### src/rtl/mem_arbiter_if.sv
// mem_arbiter_if: bundles the processor fetch port, processor data port and the single-port
// memory bus that mem_arbiter sits between, plus the two sticky status flags.
//   master modport: the arbiter view (drives op_*, samples ip_*).
//   slave modport : the environment view (processor + memory; drives ip_*, samples op_*).
interface mem_arbiter_if #(
  parameter int unsigned ADDR_WIDTH = 32
);
  // Instruction fetch port
  logic                  ip_inst_req;
  logic [ADDR_WIDTH-1:0] ip_inst_addr;
  logic                  op_inst_valid;
  logic [31:0]           op_inst_from_mem;
  // Data port
  logic                  ip_data_rd;
  logic                  ip_data_wr;
  logic [ADDR_WIDTH-1:0] ip_data_addr;
  logic [3:0]            ip_data_mask;
  logic [31:0]           ip_data_from_proc;
  logic                  op_data_valid;
  logic [31:0]           op_data_from_mem;
  // Memory port
  logic                  op_mem_req;
  logic [ADDR_WIDTH-1:0] op_mem_addr;
  logic                  op_mem_wr;
  logic [3:0]            op_mem_mask;
  logic [31:0]           op_mem_wdata;
  logic                  ip_mem_ack;
  logic [31:0]           ip_mem_rdata;
  // Status
  logic                  op_halted;
  logic                  op_bus_error;

  modport master (
    input  ip_inst_req, ip_inst_addr,
    output op_inst_valid, op_inst_from_mem,
    input  ip_data_rd, ip_data_wr, ip_data_addr, ip_data_mask, ip_data_from_proc,
    output op_data_valid, op_data_from_mem,
    output op_mem_req, op_mem_addr, op_mem_wr, op_mem_mask, op_mem_wdata,
    input  ip_mem_ack, ip_mem_rdata,
    output op_halted, op_bus_error
  );

  modport slave (
    output ip_inst_req, ip_inst_addr,
    input  op_inst_valid, op_inst_from_mem,
    output ip_data_rd, ip_data_wr, ip_data_addr, ip_data_mask, ip_data_from_proc,
    input  op_data_valid, op_data_from_mem,
    input  op_mem_req, op_mem_addr, op_mem_wr, op_mem_mask, op_mem_wdata,
    output ip_mem_ack, ip_mem_rdata,
    input  op_halted, op_bus_error
  );
endinterface

### src/rtl/mem_arbiter.sv
// mem_arbiter: shares one single-port memory between the instruction-fetch and data ports of
// the processor. Round-robin on contention, one transaction at a time, each bounded by a
// timeout. Once EBREAK_INST has been fetched, further fetches are answered locally with
// EBREAK_INST and never reach memory.
// Ports:
//   clk   : clock, rising edge
//   reset : asynchronous, active-low reset
//   bus   : mem_arbiter_if.master (fetch port, data port, memory port, status flags)
// All outputs are registered.
module mem_arbiter #(
  parameter int unsigned ADDR_WIDTH     = 32,
  parameter int unsigned TIMEOUT_CYCLES = 16,
  parameter logic [31:0] EBREAK_INST    = 32'h0010_0073
) (
  input  logic          clk,
  input  logic          reset,
  mem_arbiter_if.master bus
);

  localparam int unsigned CntW = (TIMEOUT_CYCLES > 2) ? $clog2(TIMEOUT_CYCLES) : 1;
  localparam logic [CntW-1:0] LastCnt = CntW'(TIMEOUT_CYCLES - 1);

  typedef enum logic [1:0] {StIdle, StInst, StData, StResp} state_e;

  state_e          state_q;
  logic            last_grant_q;  // 0: inst, 1: data
  logic [CntW-1:0] cnt_q;
  logic            resp_pend_q;   // halted fetch: valid still to be raised in RESP

  logic data_req;
  logic any_req;
  logic grant_data;

  always_comb begin
    data_req   = bus.ip_data_rd | bus.ip_data_wr;
    any_req    = data_req | bus.ip_inst_req;
    // Data wins when alone, or on contention when inst was granted last.
    grant_data = data_req & (~bus.ip_inst_req | ~last_grant_q);
  end

  always_ff @(posedge clk or negedge reset) begin
    if (!reset) begin
      state_q              <= StIdle;
      last_grant_q         <= 1'b0;
      cnt_q                <= '0;
      resp_pend_q          <= 1'b0;
      bus.op_inst_valid    <= 1'b0;
      bus.op_inst_from_mem <= 32'h0;
      bus.op_data_valid    <= 1'b0;
      bus.op_data_from_mem <= 32'h0;
      bus.op_mem_req       <= 1'b0;
      bus.op_mem_addr      <= {ADDR_WIDTH{1'b0}};
      bus.op_mem_wr        <= 1'b0;
      bus.op_mem_mask      <= 4'h0;
      bus.op_mem_wdata     <= 32'h0;
      bus.op_halted        <= 1'b0;
      bus.op_bus_error     <= 1'b0;
    end else begin
      case (state_q)
        StIdle: begin
          if (any_req) begin
            last_grant_q <= grant_data;
            cnt_q        <= '0;
            if (grant_data) begin
              bus.op_mem_req   <= 1'b1;
              bus.op_mem_addr  <= bus.ip_data_addr;
              bus.op_mem_wr    <= bus.ip_data_wr;
              bus.op_mem_mask  <= bus.ip_data_wr ? bus.ip_data_mask : 4'hF;
              bus.op_mem_wdata <= bus.ip_data_wr ? bus.ip_data_from_proc : 32'h0;
              state_q          <= StData;
            end else if (bus.op_halted) begin
              // Answered locally; memory is never requested.
              resp_pend_q <= 1'b1;
              state_q     <= StResp;
            end else begin
              bus.op_mem_req   <= 1'b1;
              bus.op_mem_addr  <= bus.ip_inst_addr;
              bus.op_mem_wr    <= 1'b0;
              bus.op_mem_mask  <= 4'hF;
              bus.op_mem_wdata <= 32'h0;
              state_q          <= StInst;
            end
          end
        end

        StInst: begin
          if (bus.ip_mem_ack) begin
            bus.op_mem_req       <= 1'b0;
            bus.op_inst_valid    <= 1'b1;
            bus.op_inst_from_mem <= bus.ip_mem_rdata;
            if (bus.ip_mem_rdata == EBREAK_INST) begin
              bus.op_halted <= 1'b1;
            end
            state_q <= StResp;
          end else if (cnt_q == LastCnt) begin
            bus.op_mem_req       <= 1'b0;
            bus.op_inst_valid    <= 1'b1;
            bus.op_inst_from_mem <= 32'h0;
            bus.op_bus_error     <= 1'b1;
            state_q              <= StResp;
          end else begin
            cnt_q <= cnt_q + 1'b1;
          end
        end

        StData: begin
          if (bus.ip_mem_ack) begin
            bus.op_mem_req       <= 1'b0;
            bus.op_data_valid    <= 1'b1;
            bus.op_data_from_mem <= bus.op_mem_wr ? 32'h0 : bus.ip_mem_rdata;
            state_q              <= StResp;
          end else if (cnt_q == LastCnt) begin
            bus.op_mem_req       <= 1'b0;
            bus.op_data_valid    <= 1'b1;
            bus.op_data_from_mem <= 32'h0;
            bus.op_bus_error     <= 1'b1;
            state_q              <= StResp;
          end else begin
            cnt_q <= cnt_q + 1'b1;
          end
        end

        StResp: begin
          if (resp_pend_q) begin
            // Extra RESP cycle keeps halted fetches on the normal 2-cycle latency.
            resp_pend_q          <= 1'b0;
            bus.op_inst_valid    <= 1'b1;
            bus.op_inst_from_mem <= EBREAK_INST;
          end else begin
            bus.op_inst_valid <= 1'b0;
            bus.op_data_valid <= 1'b0;
            state_q           <= StIdle;
          end
        end

        default: state_q <= StIdle;
      endcase
    end
  end

endmodule

### src/flat_wrapper.sv
// flat-port wrapper written by rule: the top's interface ports become plain ports
module mem_arbiter_flat 
#(
  parameter int unsigned ADDR_WIDTH     = 32,
  parameter int unsigned TIMEOUT_CYCLES = 16,
  parameter logic [31:0] EBREAK_INST    = 32'h0010_0073
)
  (clk, reset, bus_ip_inst_req, bus_ip_inst_addr, bus_op_inst_valid, bus_op_inst_from_mem, bus_ip_data_rd, bus_ip_data_wr, bus_ip_data_addr, bus_ip_data_mask, bus_ip_data_from_proc, bus_op_data_valid, bus_op_data_from_mem, bus_op_mem_req, bus_op_mem_addr, bus_op_mem_wr, bus_op_mem_mask, bus_op_mem_wdata, bus_ip_mem_ack, bus_ip_mem_rdata, bus_op_halted, bus_op_bus_error);
  mem_arbiter_if #(.ADDR_WIDTH(ADDR_WIDTH)) bus_i ();
  input  logic clk;
  input  logic reset;
  input wire logic [$bits(bus_i.ip_inst_req)-1:0] bus_ip_inst_req;
  input wire logic [$bits(bus_i.ip_inst_addr)-1:0] bus_ip_inst_addr;
  output wire logic [$bits(bus_i.op_inst_valid)-1:0] bus_op_inst_valid;
  output wire logic [$bits(bus_i.op_inst_from_mem)-1:0] bus_op_inst_from_mem;
  input wire logic [$bits(bus_i.ip_data_rd)-1:0] bus_ip_data_rd;
  input wire logic [$bits(bus_i.ip_data_wr)-1:0] bus_ip_data_wr;
  input wire logic [$bits(bus_i.ip_data_addr)-1:0] bus_ip_data_addr;
  input wire logic [$bits(bus_i.ip_data_mask)-1:0] bus_ip_data_mask;
  input wire logic [$bits(bus_i.ip_data_from_proc)-1:0] bus_ip_data_from_proc;
  output wire logic [$bits(bus_i.op_data_valid)-1:0] bus_op_data_valid;
  output wire logic [$bits(bus_i.op_data_from_mem)-1:0] bus_op_data_from_mem;
  output wire logic [$bits(bus_i.op_mem_req)-1:0] bus_op_mem_req;
  output wire logic [$bits(bus_i.op_mem_addr)-1:0] bus_op_mem_addr;
  output wire logic [$bits(bus_i.op_mem_wr)-1:0] bus_op_mem_wr;
  output wire logic [$bits(bus_i.op_mem_mask)-1:0] bus_op_mem_mask;
  output wire logic [$bits(bus_i.op_mem_wdata)-1:0] bus_op_mem_wdata;
  input wire logic [$bits(bus_i.ip_mem_ack)-1:0] bus_ip_mem_ack;
  input wire logic [$bits(bus_i.ip_mem_rdata)-1:0] bus_ip_mem_rdata;
  output wire logic [$bits(bus_i.op_halted)-1:0] bus_op_halted;
  output wire logic [$bits(bus_i.op_bus_error)-1:0] bus_op_bus_error;
  assign bus_i.ip_inst_req = bus_ip_inst_req;
  assign bus_i.ip_inst_addr = bus_ip_inst_addr;
  assign bus_op_inst_valid = bus_i.op_inst_valid;
  assign bus_op_inst_from_mem = bus_i.op_inst_from_mem;
  assign bus_i.ip_data_rd = bus_ip_data_rd;
  assign bus_i.ip_data_wr = bus_ip_data_wr;
  assign bus_i.ip_data_addr = bus_ip_data_addr;
  assign bus_i.ip_data_mask = bus_ip_data_mask;
  assign bus_i.ip_data_from_proc = bus_ip_data_from_proc;
  assign bus_op_data_valid = bus_i.op_data_valid;
  assign bus_op_data_from_mem = bus_i.op_data_from_mem;
  assign bus_op_mem_req = bus_i.op_mem_req;
  assign bus_op_mem_addr = bus_i.op_mem_addr;
  assign bus_op_mem_wr = bus_i.op_mem_wr;
  assign bus_op_mem_mask = bus_i.op_mem_mask;
  assign bus_op_mem_wdata = bus_i.op_mem_wdata;
  assign bus_i.ip_mem_ack = bus_ip_mem_ack;
  assign bus_i.ip_mem_rdata = bus_ip_mem_rdata;
  assign bus_op_halted = bus_i.op_halted;
  assign bus_op_bus_error = bus_i.op_bus_error;
  mem_arbiter #(.ADDR_WIDTH(ADDR_WIDTH), .TIMEOUT_CYCLES(TIMEOUT_CYCLES), .EBREAK_INST(EBREAK_INST)) u_core (.clk(clk), .reset(reset), .bus(bus_i));
endmodule
### config.mk
export PLATFORM = sky130hd
export DESIGN_NAME = mem_arbiter_flat
export DESIGN_NICKNAME = d
export VERILOG_FILES = /design/src/rtl/mem_arbiter_if.sv /design/src/rtl/mem_arbiter.sv /design/src/flat_wrapper.sv
export SDC_FILE = /design/constraint.sdc
export NUM_CORES = 1
export LEC_CHECK = 0
export CORE_MARGIN = 2
export CORE_UTILIZATION = 42
export DETAILED_ROUTE_END_ITERATION = 6
export GPL_ROUTABILITY_DRIVEN = 0
export PLACE_DENSITY = 0.9
export SYNTH_ARGS = -nofsm -noshare
export SYNTH_HDL_FRONTEND = slang
export SYNTH_SLANG_ARGS = --single-unit
### constraint.sdc
create_clock -name clk -period 2.65 [get_ports clk]
set_clock_uncertainty 0.2 [all_clocks]
set_input_delay 0.265 -clock clk [delete_from_list [all_inputs] [get_ports clk]]
set_output_delay 0.265 -clock clk [all_outputs]
set_load 0.05 [all_outputs]
After elaboration in Yosys (flattened, before gate mapping)
Cells that the tools add are included.

word-level totals
  bits in registers = 146
  memory bits (read-only) = 0
  latch bits = 0
  word-level logic and storage cells = 102
  RAM bits = 0
  input port bits = 138
  memories = 0
  output and inout port bits = 138

operators by class
  eq/ne operators = 17
  magnitude comparators = 0
  muxes and demuxes = 43
  $add $sub $neg = 1
  shift-type cells = 0
  div/mod/pow operators = 0
  reduce and logical (&&, ||, !) cells = 19
  bitwise operators = 7
  multipliers = 0

operator list
  kind                                                                      number
  32-bit 2-to-1 mux                                                         10
  32-bit case mux with 2 select lines                                       1
  32-bit by 21-bit == test with 1-bit output (second input constant)        1
  4-bit 2-to-1 mux                                                          6
  3-bit AND reduction                                                       6
  1-bit 2-to-1 mux                                                          14
  2-bit 2-to-1 mux                                                          6
  4-bit AND reduction                                                       3
  2-bit inequality test (second input constant)                             5
  2-bit nonzero test                                                        5
  1-bit case mux with 2 select lines                                        4
  4-bit case mux with 2 select lines                                        1
  2-bit by 1-bit inequality test with 1-bit output (second input constant)  3
  3-bit by 2-bit inequality test with 1-bit output (second input constant)  2
  2-bit case mux with 3 select lines                                        1
  2-bit AND reduction                                                       3
  4-bit by 1-bit adder with 4-bit output (second input constant)            1
  2-bit == test (second input constant)                                     2
  4-bit == test (second input constant)                                     1
  3-bit by 1-bit inequality test with 1-bit output (second input constant)  1
  3-bit inequality test (second input constant)                             1
  1-bit NOT                                                                 3
  1-bit OR                                                                  3
  2-bit by 1-bit == test with 1-bit output (second input constant)          1
  3 further kinds                                                           3

Longest topological paths before layout
Gate-level depths: netlist of the first run.

  word-level depth = 6
  mapped depth = 7
  gate-level depth less buffers = 6

Least setup slack after synthesis of the first run
Ideal clock, no wire load.

  kind = reg2reg
  from = register u_core.state_q[0]
  to = register u_core.bus.op_mem_req
  arrival time = 1.543 ns
  buffers on the path = 0
  slack = 0.783 ns
  cell stages (with the launch flop) = 7
  setup time = 0.125 ns
  required time = 2.325 ns
  cell sequence = dfrtp_1 -> inv_1 -> ha_1 -> nand2b_2 -> nor2b_4 -> a311oi_1 -> mux2_2

between the ends
  word-level cells in the longest chain between the ends = 4

RTL lines
  item                                                                                                     line                  RTL
  start, declared                                                                                          mem_arbiter.sv:25     state_e state_q;
  start signal, assigned                                                                                   mem_arbiter.sv:43     state_q <= StIdle;
  start signal, assigned                                                                                   mem_arbiter.sv:70     state_q <= StData;
  start signal, assigned                                                                                   mem_arbiter.sv:74     state_q <= StResp;
  2-bit by 1-bit == test with 1-bit output / 2-bit == test (equally long branches)                         mem_arbiter.sv:59     case (state_q)
  2-bit OR reduction (no line)                                                                             n/a
  3-bit by 1-bit inequality test with 1-bit output (no line) / 2-bit nonzero test (equally long branches)  n/a
  4-bit AND reduction (no line)                                                                            n/a
  end signal, assigned                                                                                     mem_arbiter.sv:51     bus.op_mem_req <= 1'b0;
  end signal, assigned                                                                                     mem_arbiter.sv:65     bus.op_mem_req <= 1'b1;
  end signal, assigned                                                                                     mem_arbiter.sv:76     bus.op_mem_req <= 1'b1;
  end, declared                                                                                            mem_arbiter_if.sv:38  output op_mem_req, op_mem_addr, op_mem_wr, op_mem_mask, op_mem_wdata,

Several ways; a longest one is shown, not always the timed one.
A chain may end at the register's enable or synchronous reset.

Worst setup path in the final report of the first run
  from = register u_core.state_q[1]
  to = register u_core.bus.op_inst_from_mem[8]

between the ends
  word-level cells in the longest chain between the ends = 3

RTL lines
  item                                                                                      line                  RTL
  2-bit by 1-bit == test with 1-bit output / 2-bit == test (equally long branches)          mem_arbiter.sv:59
  3-bit by 2-bit inequality test with 1-bit output (no line), or another cell as far along  n/a
  3-bit AND reduction (no line)                                                             n/a
  end signal, assigned                                                                      mem_arbiter.sv:90     bus.op_inst_from_mem <= bus.ip_mem_rdata;
  end, declared                                                                             mem_arbiter_if.sv:35  output op_inst_valid, op_inst_from_mem,

Several ways; a longest one is shown, not always the timed one.

==> results of run 1 <==
[state kept, by name, indices dropped and copies added, names as in the netlist]
register / count
u_core.bus.op_bus_error: 1
u_core.bus.op_data_from_mem: 32
u_core.bus.op_data_valid: 1
u_core.bus.op_halted: 1
u_core.bus.op_inst_from_mem: 32
u_core.bus.op_inst_valid: 1
u_core.bus.op_mem_addr: 32
u_core.bus.op_mem_mask: 4
u_core.bus.op_mem_req: 1
u_core.bus.op_mem_wdata: 32
u_core.bus.op_mem_wr: 1
u_core.cnt_q: 4
u_core.last_grant_q: 1
u_core.resp_pend_q: 1
u_core.state_q: 2
[cell usage after synthesis, types with 2 or more instances]
| library cell | number | area (µm²) |
|---|---|---|
| a31oi_1 | 33 | 206 |
| nand4_1 | 2 | 12.5 |
| ha_1 | 5 | 62.6 |
| nor2_1 | 45 | 169 |
| o22a_1 | 4 | 35.0 |
| buf_2 | 19 | 95.1 |
| nor4_1 | 4 | 25.0 |
| o21ai_0 | 14 | 70.1 |
| buf_4 | 8 | 60.1 |
| nor2b_1 | 2 | 12.5 |
| o41ai_1 | 3 | 26.3 |
| o21ai_1 | 22 | 110 |
| nand2b_1 | 2 | 12.5 |
| mux2_1 | 2 | 22.5 |
| clkbuf_1 | 11 | 41.3 |
| buf_6 | 2 | 22.5 |
| nand3_1 | 4 | 20.0 |
| nand2_1 | 143 | 537 |
| inv_1 | 6 | 22.5 |
| dfrtp_1 | 146 | 3650 |
| a21oi_1 | 10 | 50.1 |
| buf_1 | 2 | 7.51 |
| a22o_1 | 59 | 517 |
[worst max path at each step]
stage / startpoint / end / slack, ns / cells past startpoint
global route: u_core.state_q[1] / u_core.bus.op_inst_from_mem[3] / 0.27 / 4
global placement: bus_ip_data_wr / u_core.bus.op_mem_wdata[3] / 0.50 / 4
detailed placement: u_core.state_q[1] / u_core.bus.op_inst_from_mem[14] / 0.43 / 4
CTS: u_core.state_q[1] / u_core.bus.op_inst_from_mem[14] / 0.41 / 4
floorplan: u_core.state_q[0] / u_core.bus.op_mem_req / 0.78 / 6
finish: u_core.state_q[1] / u_core.bus.op_inst_from_mem[8] / 0.37 / 4
[metrics by stage]
step	instance area (µm²)	setup WS, ns	util
after floorplan	6110	0.783	-
after global placement	8990	0.503	0.626
after detailed placement	8990	0.435	0.626
after CTS	9630	0.412	0.670
after global routing	9630	0.273	0.670
final	9630	0.374	0.670
[power by group]
part	internal, mW	switching [mW]
logic	2.39	4.59
clock network	1.60	0.977
registers	3.09	0.524
[critical path, stage by stage (launching register included)]
cell and delay [ns]:
dfrtp_1 0.42, inv_1 0.09, ha_1 0.35, and3b_1 0.88, a22o_1 0.26
[metal layers]
metal	share of wire	GRT usage	vias to the layer above	wire length [µm]
met4	0.020	0.0846	0	371
met1	0.39	0.305	2677	7180
met5	0	0	-	0
met2	0.49	0.395	295	8930
met3	0.097	0.0782	26	1760
li1	-	-	2565	-
[logic make-up after synthesis]
logic type,Yosys count,share of synthesized area
buf+inv,48,0.0407
compound gates,160,0.195
fa+ha+maj,5,0.0102
mux,4,0.00716
simple gates,217,0.149
flops,146,0.598
[final cells by class]
class	instances	area, µm²
clock buffers	19	433
inverters	6	22.5
fillers	1028	4740
multi-input cells	386	2220
flip-flops and latches	146	3650
well taps	184	230
repair buffers	287	2870
clock inverters	13	196
==> run summary, run 1 <==
The clock passes through at most 2 buffers. The required time at the worst-slack endpoint is 2.80 ns. Derived from the worst setup path, the maximum achievable clock frequency is roughly 440 MHz.

The count of cells along the worst register-to-register path is 4. The die outline width came out at 125 µm. The fraction of final layout cells sized beyond drive strength 1 is 0.0653. The final period utilization came out at 0.859. The quantity of I/O buffers inserted on ports came out at between 200 and 300. The routed via count is approximately 5600. The number of post-CTS setup repair buffers is 0.

For this configuration, the core starts out at a cell density of 0.425. Global routing finished with a remaining overflow of 0. The remaining routing DRC violations is 0. Power comes to 13.2 mW.

The element type at the critical path end is a flip-flop. In the layout the commonest cells are 274 x clkdlybuf4s50_1, 146 x dfrtp_1, 143 x nand2_1. The pin count of the biggest net entering global routing came out at ~70. Setup repair after global routing left no endpoint under its margin. The CTS H-tree depth is 4.

The worst register-to-register path begins at u_core.state_q[1]. The synthesized design contains 0 enable-type register cells. The die boundary height came out at around 120 µm.

The number of nets with antenna violations after routing came out at 0. The total length of routed wires is 18300 µm. The total instance count after detailed placement came out at between 1000 and 1500.

The proportion of synthesized flip-flops having asynchronous set or reset is 1.00. Leaving out fill and tap cells, the most frequent cell in the layout is clkdlybuf4s50_1. In this run the register-to-register setup slack is approximately 0.37 ns.

The worst path in the final design needs a cycle of 2.28 ns, including I/O delays and setup. The initial antenna violation count came to 0. The die outline area is approximately 16000 µm². The TritonCTS clock tree is built. The latest clock arrival within the worst-skew pair came out at 0.42 ns. The destination of the worst register-to-register timing path is u_core.bus.op_inst_from_mem[8]. The synthesis-stage register bit count is about 150. The number of gates resized after CTS came out at 0. The mapped netlist covers slightly above 6000 µm².

The count of synthesis-stage warnings from yosys came out at 0. IR analysis of the VDD net gives a maximum drop of just under 0.7 mV. The estimated wirelength of the detail-placed design came out at roughly 13000 µm. The number of global-route vias before repair came out at between 5000 and 6000. The global router's overall resource usage came out at 0.242. The number of nets in the final layout came out at 987. The final-report setup violation count came out at 0.

Among all flip-flop cells after synthesis, the most frequent one is dfrtp_1. The count of hold buffers inserted by post-cts repair is 1. The arrival time at the worst endpoint is 2.42 ns. TritonCTS created 17 clock buffers. The clock sink count is between 100 and 150. The flow ran to the end, and the final reports show no timing, DRC or antenna violations. The core box area is around 14000 µm². The root buffer cell is clkbuf_16. The peak fanout along the critical path is 26. The type of the worst min-delay path is in2async. The distinct cell type count after synthesis came out at 55.

Hold timing on the final database bottoms out at a slack of around 0.12 ns. The number of max-slew violations in the final report came out at 0. The power density over the cells is approximately 1400 nW/µm². The I/O pin count is around 280. The class of the most critical setup path is reg2reg. The number of nets in the synthesized netlist is slightly above 700. Clock-pin slew was measured on the worst setup and hold paths at 0.06 ns. The detailed router's first-iteration violation count came out at 400. The filler-free cell count of the finished design is around 1000. The normalized max-slew margin came out at 0.334. The worst setup path is launched from a flip-flop. The share of the Yosys chip area taken by registers is 0.598. The wire length of the first global-routing pass is about 30000 µm.

The number of instances in the synthesized netlist is 580. The number of search-and-repair iterations in the first detailed-routing pass came out at 5. The number of hold-slack violations in the final timing report came out at 0. Summed over all failing endpoints, the final setup total negative slack is 0 ns. Relative to the synthesized area, the layout overhead comes to 57.5%. At the pin with the least slew margin, the transition time is 1.00 ns.

The wire length per cell after detailed routing came out at between 15 and 20 µm. The max-capacitance violation count came out at 0. The via count normalized by instance count is ~5.3. The number of placement rows is 44. The leakage dissipation came out at 4.13 nW. The total inserted antenna cells is 0. The average instance in the mapped netlist occupies 10.5 µm².
Power figures use the tool's default switching activity.
==> run 2, diff against run 1 <==
--- a/config.mk
+++ b/config.mk
@@ -6,10 +6,11 @@
 export NUM_CORES = 1
 export LEC_CHECK = 0
 export CORE_MARGIN = 2
-export CORE_UTILIZATION = 42
+export CORE_UTILIZATION = 43
+export CTS_BUF_LIST = sky130_fd_sc_hd__clkbuf_4 sky130_fd_sc_hd__clkbuf_8
 export DETAILED_ROUTE_END_ITERATION = 6
 export GPL_ROUTABILITY_DRIVEN = 0
-export PLACE_DENSITY = 0.9
+export PLACE_DENSITY = 0.91
 export SYNTH_ARGS = -nofsm -noshare
 export SYNTH_HDL_FRONTEND = slang
 export SYNTH_SLANG_ARGS = --single-unit
==> run 2 against run 1 <==
  * Register-to-register slack improved by 0.21 ns
  * Flip-flop and latch count did not move
  * Combinational power rose by 0.6%
  * Non-clock buffer count rose by 3
  * Core utilization rose by 1.0 points
  * First-iteration DRC count fell by 17%
  * Global-route usage rose by 0.35 points
  * Count of clock-buffer cells in the layout fell by 2
  * Largest power group unchanged
  * Highest routed layer unchanged
==> run summary, run 2 (synthesis results as in run 1) <==
The cell with the biggest individual delay on the critical path is clkdlybuf4s50_1 (was and3b_1). Commonest non-fill, non-tap cells in the layout: 274 x clkdlybuf4s50_1, 146 x dfrtp_1, 143 x nand2_1 (unchanged). The transition time at the pin with the least slew margin came out at 0.779 ns (was 1.00 ns). The fraction of final layout cells sized beyond drive strength 1 came to 0.0709 (was 0.0653). The maximum resistive drop on vdd came out at 0.762 mV (was 0.694 mV). The total length of routed wires came to 18400 µm (was 18300 µm). The root buffer cell was clkbuf_8 (was clkbuf_16). The class of the most critical setup path is reg2out (was reg2reg). The number of placement rows is 43 (was 44). Cells traversed along the worst timing path: clkdlybuf4s50_1 (was inv_1 > ha_1 > and3b_1 > a22o_1).

The I/O pin count is 276 (unchanged). Unrepaired setup endpoints after global routing: false (unchanged). The detailed router's first-iteration violation count is 334 (was 400). The global routing met2 resource utilization came out at 0.413 (was 0.395). The TritonCTS clock tree is built (unchanged). The element type at the critical path end is an output port (was flip-flop). The via count normalized by instance count is 5.33 (was 5.34). The cell family with the largest share of critical-path delay is buffers and inverters (was simple AND/OR/NAND/NOR gates). The overall power of the completed layout is 12.4 mW (was 13.2 mW). The critical path startpoint category is a flip-flop (unchanged). The commonest non-fill, non-tap cell in the layout is clkdlybuf4s50_1 (unchanged). The pin count of the biggest net entering global routing is 59 (was 69). The global router's overall resource usage is 0.246 (was 0.242). The total instance count after detailed placement came out at 1007 (was 1008). The number of global-route vias before repair came out at 5486 (was 5470).

The final period utilization is 0.834 (was 0.859). The core box area is 13900 µm² (was 14400 µm²). The count of buffer and inverter cells on the critical path is 1 (unchanged). The sum of negative setup slack came to 0 ns (unchanged). The peak fanout along the critical path came out at 4 (was 26). The routing layer with the top usage in global route is met2 (unchanged). The die boundary height came out at 123 µm (was 125 µm).

The die outline area is 15200 µm² (was 15500 µm²). The number of hold-slack violations in the final timing report came to 0 (unchanged). The latest clock arrival within the worst-skew pair came out at 0.43 ns (was 0.42 ns). The estimated wirelength of the detail-placed design is 13700 µm (was 13300 µm). The routed via count came out at 5547 (was 5563). The die outline width is 123 µm (was 125 µm).

The achievable clock frequency is 452 MHz (was 439 MHz). The quantity of I/O buffers inserted on ports is 275 (unchanged). The post-CTS clock slew at the launch and capture registers of the worst setup and hold paths is 0.08 ns (was 0.06 ns).

The normalized max-slew margin is 0.478 (was 0.334). The type of the worst min-delay path is in2async (unchanged). The total clock buffers created by CTS came to 17 (unchanged).

The count of fill cells added during filler insertion was 1005 (was 1028). The required time at the worst-slack endpoint came out at 2.18 ns (was 2.80 ns). The arrival time at the worst endpoint is 1.75 ns (was 2.42 ns). The initial antenna violation count came out at 0 (unchanged). The total inserted antenna cells came out at 0 (unchanged). The number of nets in the final layout is 990 (was 987). The utilization of the core after routing came out at 0.681 (was 0.670). The wire length per cell after detailed routing is 17.6 µm (was 17.5 µm). The number of nets with antenna violations after routing is 0 (unchanged).

The leakage dissipation came out at 4.05 nW (was 4.13 nW). The total congestion overflow came out at 0 (unchanged). The delay of the slowest cell on the worst path is 0.84 ns (was 0.88 ns). The clock period minus worst slack is 2.21 ns (was 2.28 ns).

Status: finished clean (unchanged). The final-report setup violation count is 0 (unchanged). The power density over the cells came to 1310 nW/µm² (was 1370 nW/µm²). The area added between synthesis and finish was 54.6% (was 57.5%).

The clock sink count is 146 (unchanged). The max-capacitance violation count came out at 0 (unchanged). The number of max-slew violations in the final report came out at 0 (unchanged). The CTS H-tree depth came to 4 (unchanged).

The met3 routing resource usage after global routing was 0.0724 (was 0.0782). The filler-free cell count of the finished design came out at 1040 (was 1041). The number of search-and-repair iterations in the first detailed-routing pass was 5 (unchanged).

The buffer levels on the longest clock path came out at 2 (unchanged). The starting utilization of the core area is 0.440 (was 0.425). The wire length of the first global-routing pass is 28600 µm (was 29700 µm).

The remaining routing DRC violations was 0 (unchanged). The met1 track demand over resource came out at 0.305 (about the same).
run 2: path summary, 6_finish.rpt:
path	to	from	cells after the start	slack [ns]
worst max-delay path	bus_op_halted	u_core.bus.op_halted	1	0.44
worst min-delay path	u_core.bus.op_data_from_mem[3]	reset	2	0.11
worst max register to register	u_core.bus.op_mem_req	u_core.state_q[0]	6	0.58
worst min register to register	u_core.bus.op_bus_error	u_core.bus.op_bus_error	1	0.27
max in group asynchronous	u_core.bus.op_mem_addr[20]	reset	3	1.44
min in group clk	u_core.bus.op_mem_addr[28]	bus_ip_inst_addr[28]	3	0.18
run 2: power by group:
group	leakage, nW	internal [mW]	switching, mW
clock network	0.198	0.864	0.923
logic	2.03	2.42	4.60
registers	1.82	3.08	0.528
run 2: layer usage:
layer	vias up	routed length, µm
li1	2565	-
met2	280	9160
met1	2677	7130
met3	25	1690
met4	0	371
met5	-	0
run 2: area by class of cell:
type | count | area [µm²] | share of cell area
inverter | 6 | 22.5 | 0.00238
tap | 180 | 225 | 0.0238
clock buffer | 17 | 234 | 0.0248
timing repair buffer | 290 | 2920 | 0.309
multi-input combinational | 386 | 2220 | 0.235
clock inverter | 15 | 171 | 0.0181
sequential | 146 | 3650 | 0.387
run 2: worst reg2reg max path, delay by kind of cell, from the launching register on:
kind,cells,cell delay [ns]
flip-flops,1,0.40
adder cells (fa/ha/maj),1,0.40
multiplexers,1,0.37
AO/OA/AOI/OAI,1,0.30
AND/OR/NAND/NOR,2,0.21
buffers and inverters,1,0.08
run 2: timing repair:
action / in CTS / in global routing
hold endpoints to repair: 134 / 0
endpoints found under the setup margin: 0 / 0
setup buffers: 0 / 0
resized for setup: 0 / 0
hold buffers: 1 / 0
run 2: stage by stage:
stage	area [µm²]	hold WS (ns)	setup WS, ns
6_report	9450	0.105	0.440
5_1_grt	9450	0.114	0.380
4_1_cts	9450	0.0987	0.432
3_5_place_dp	9030	0.00993	0.380
3_3_place_gp	9030	0.0166	0.452
2_1_floorplan	6110	-0.231	0.783
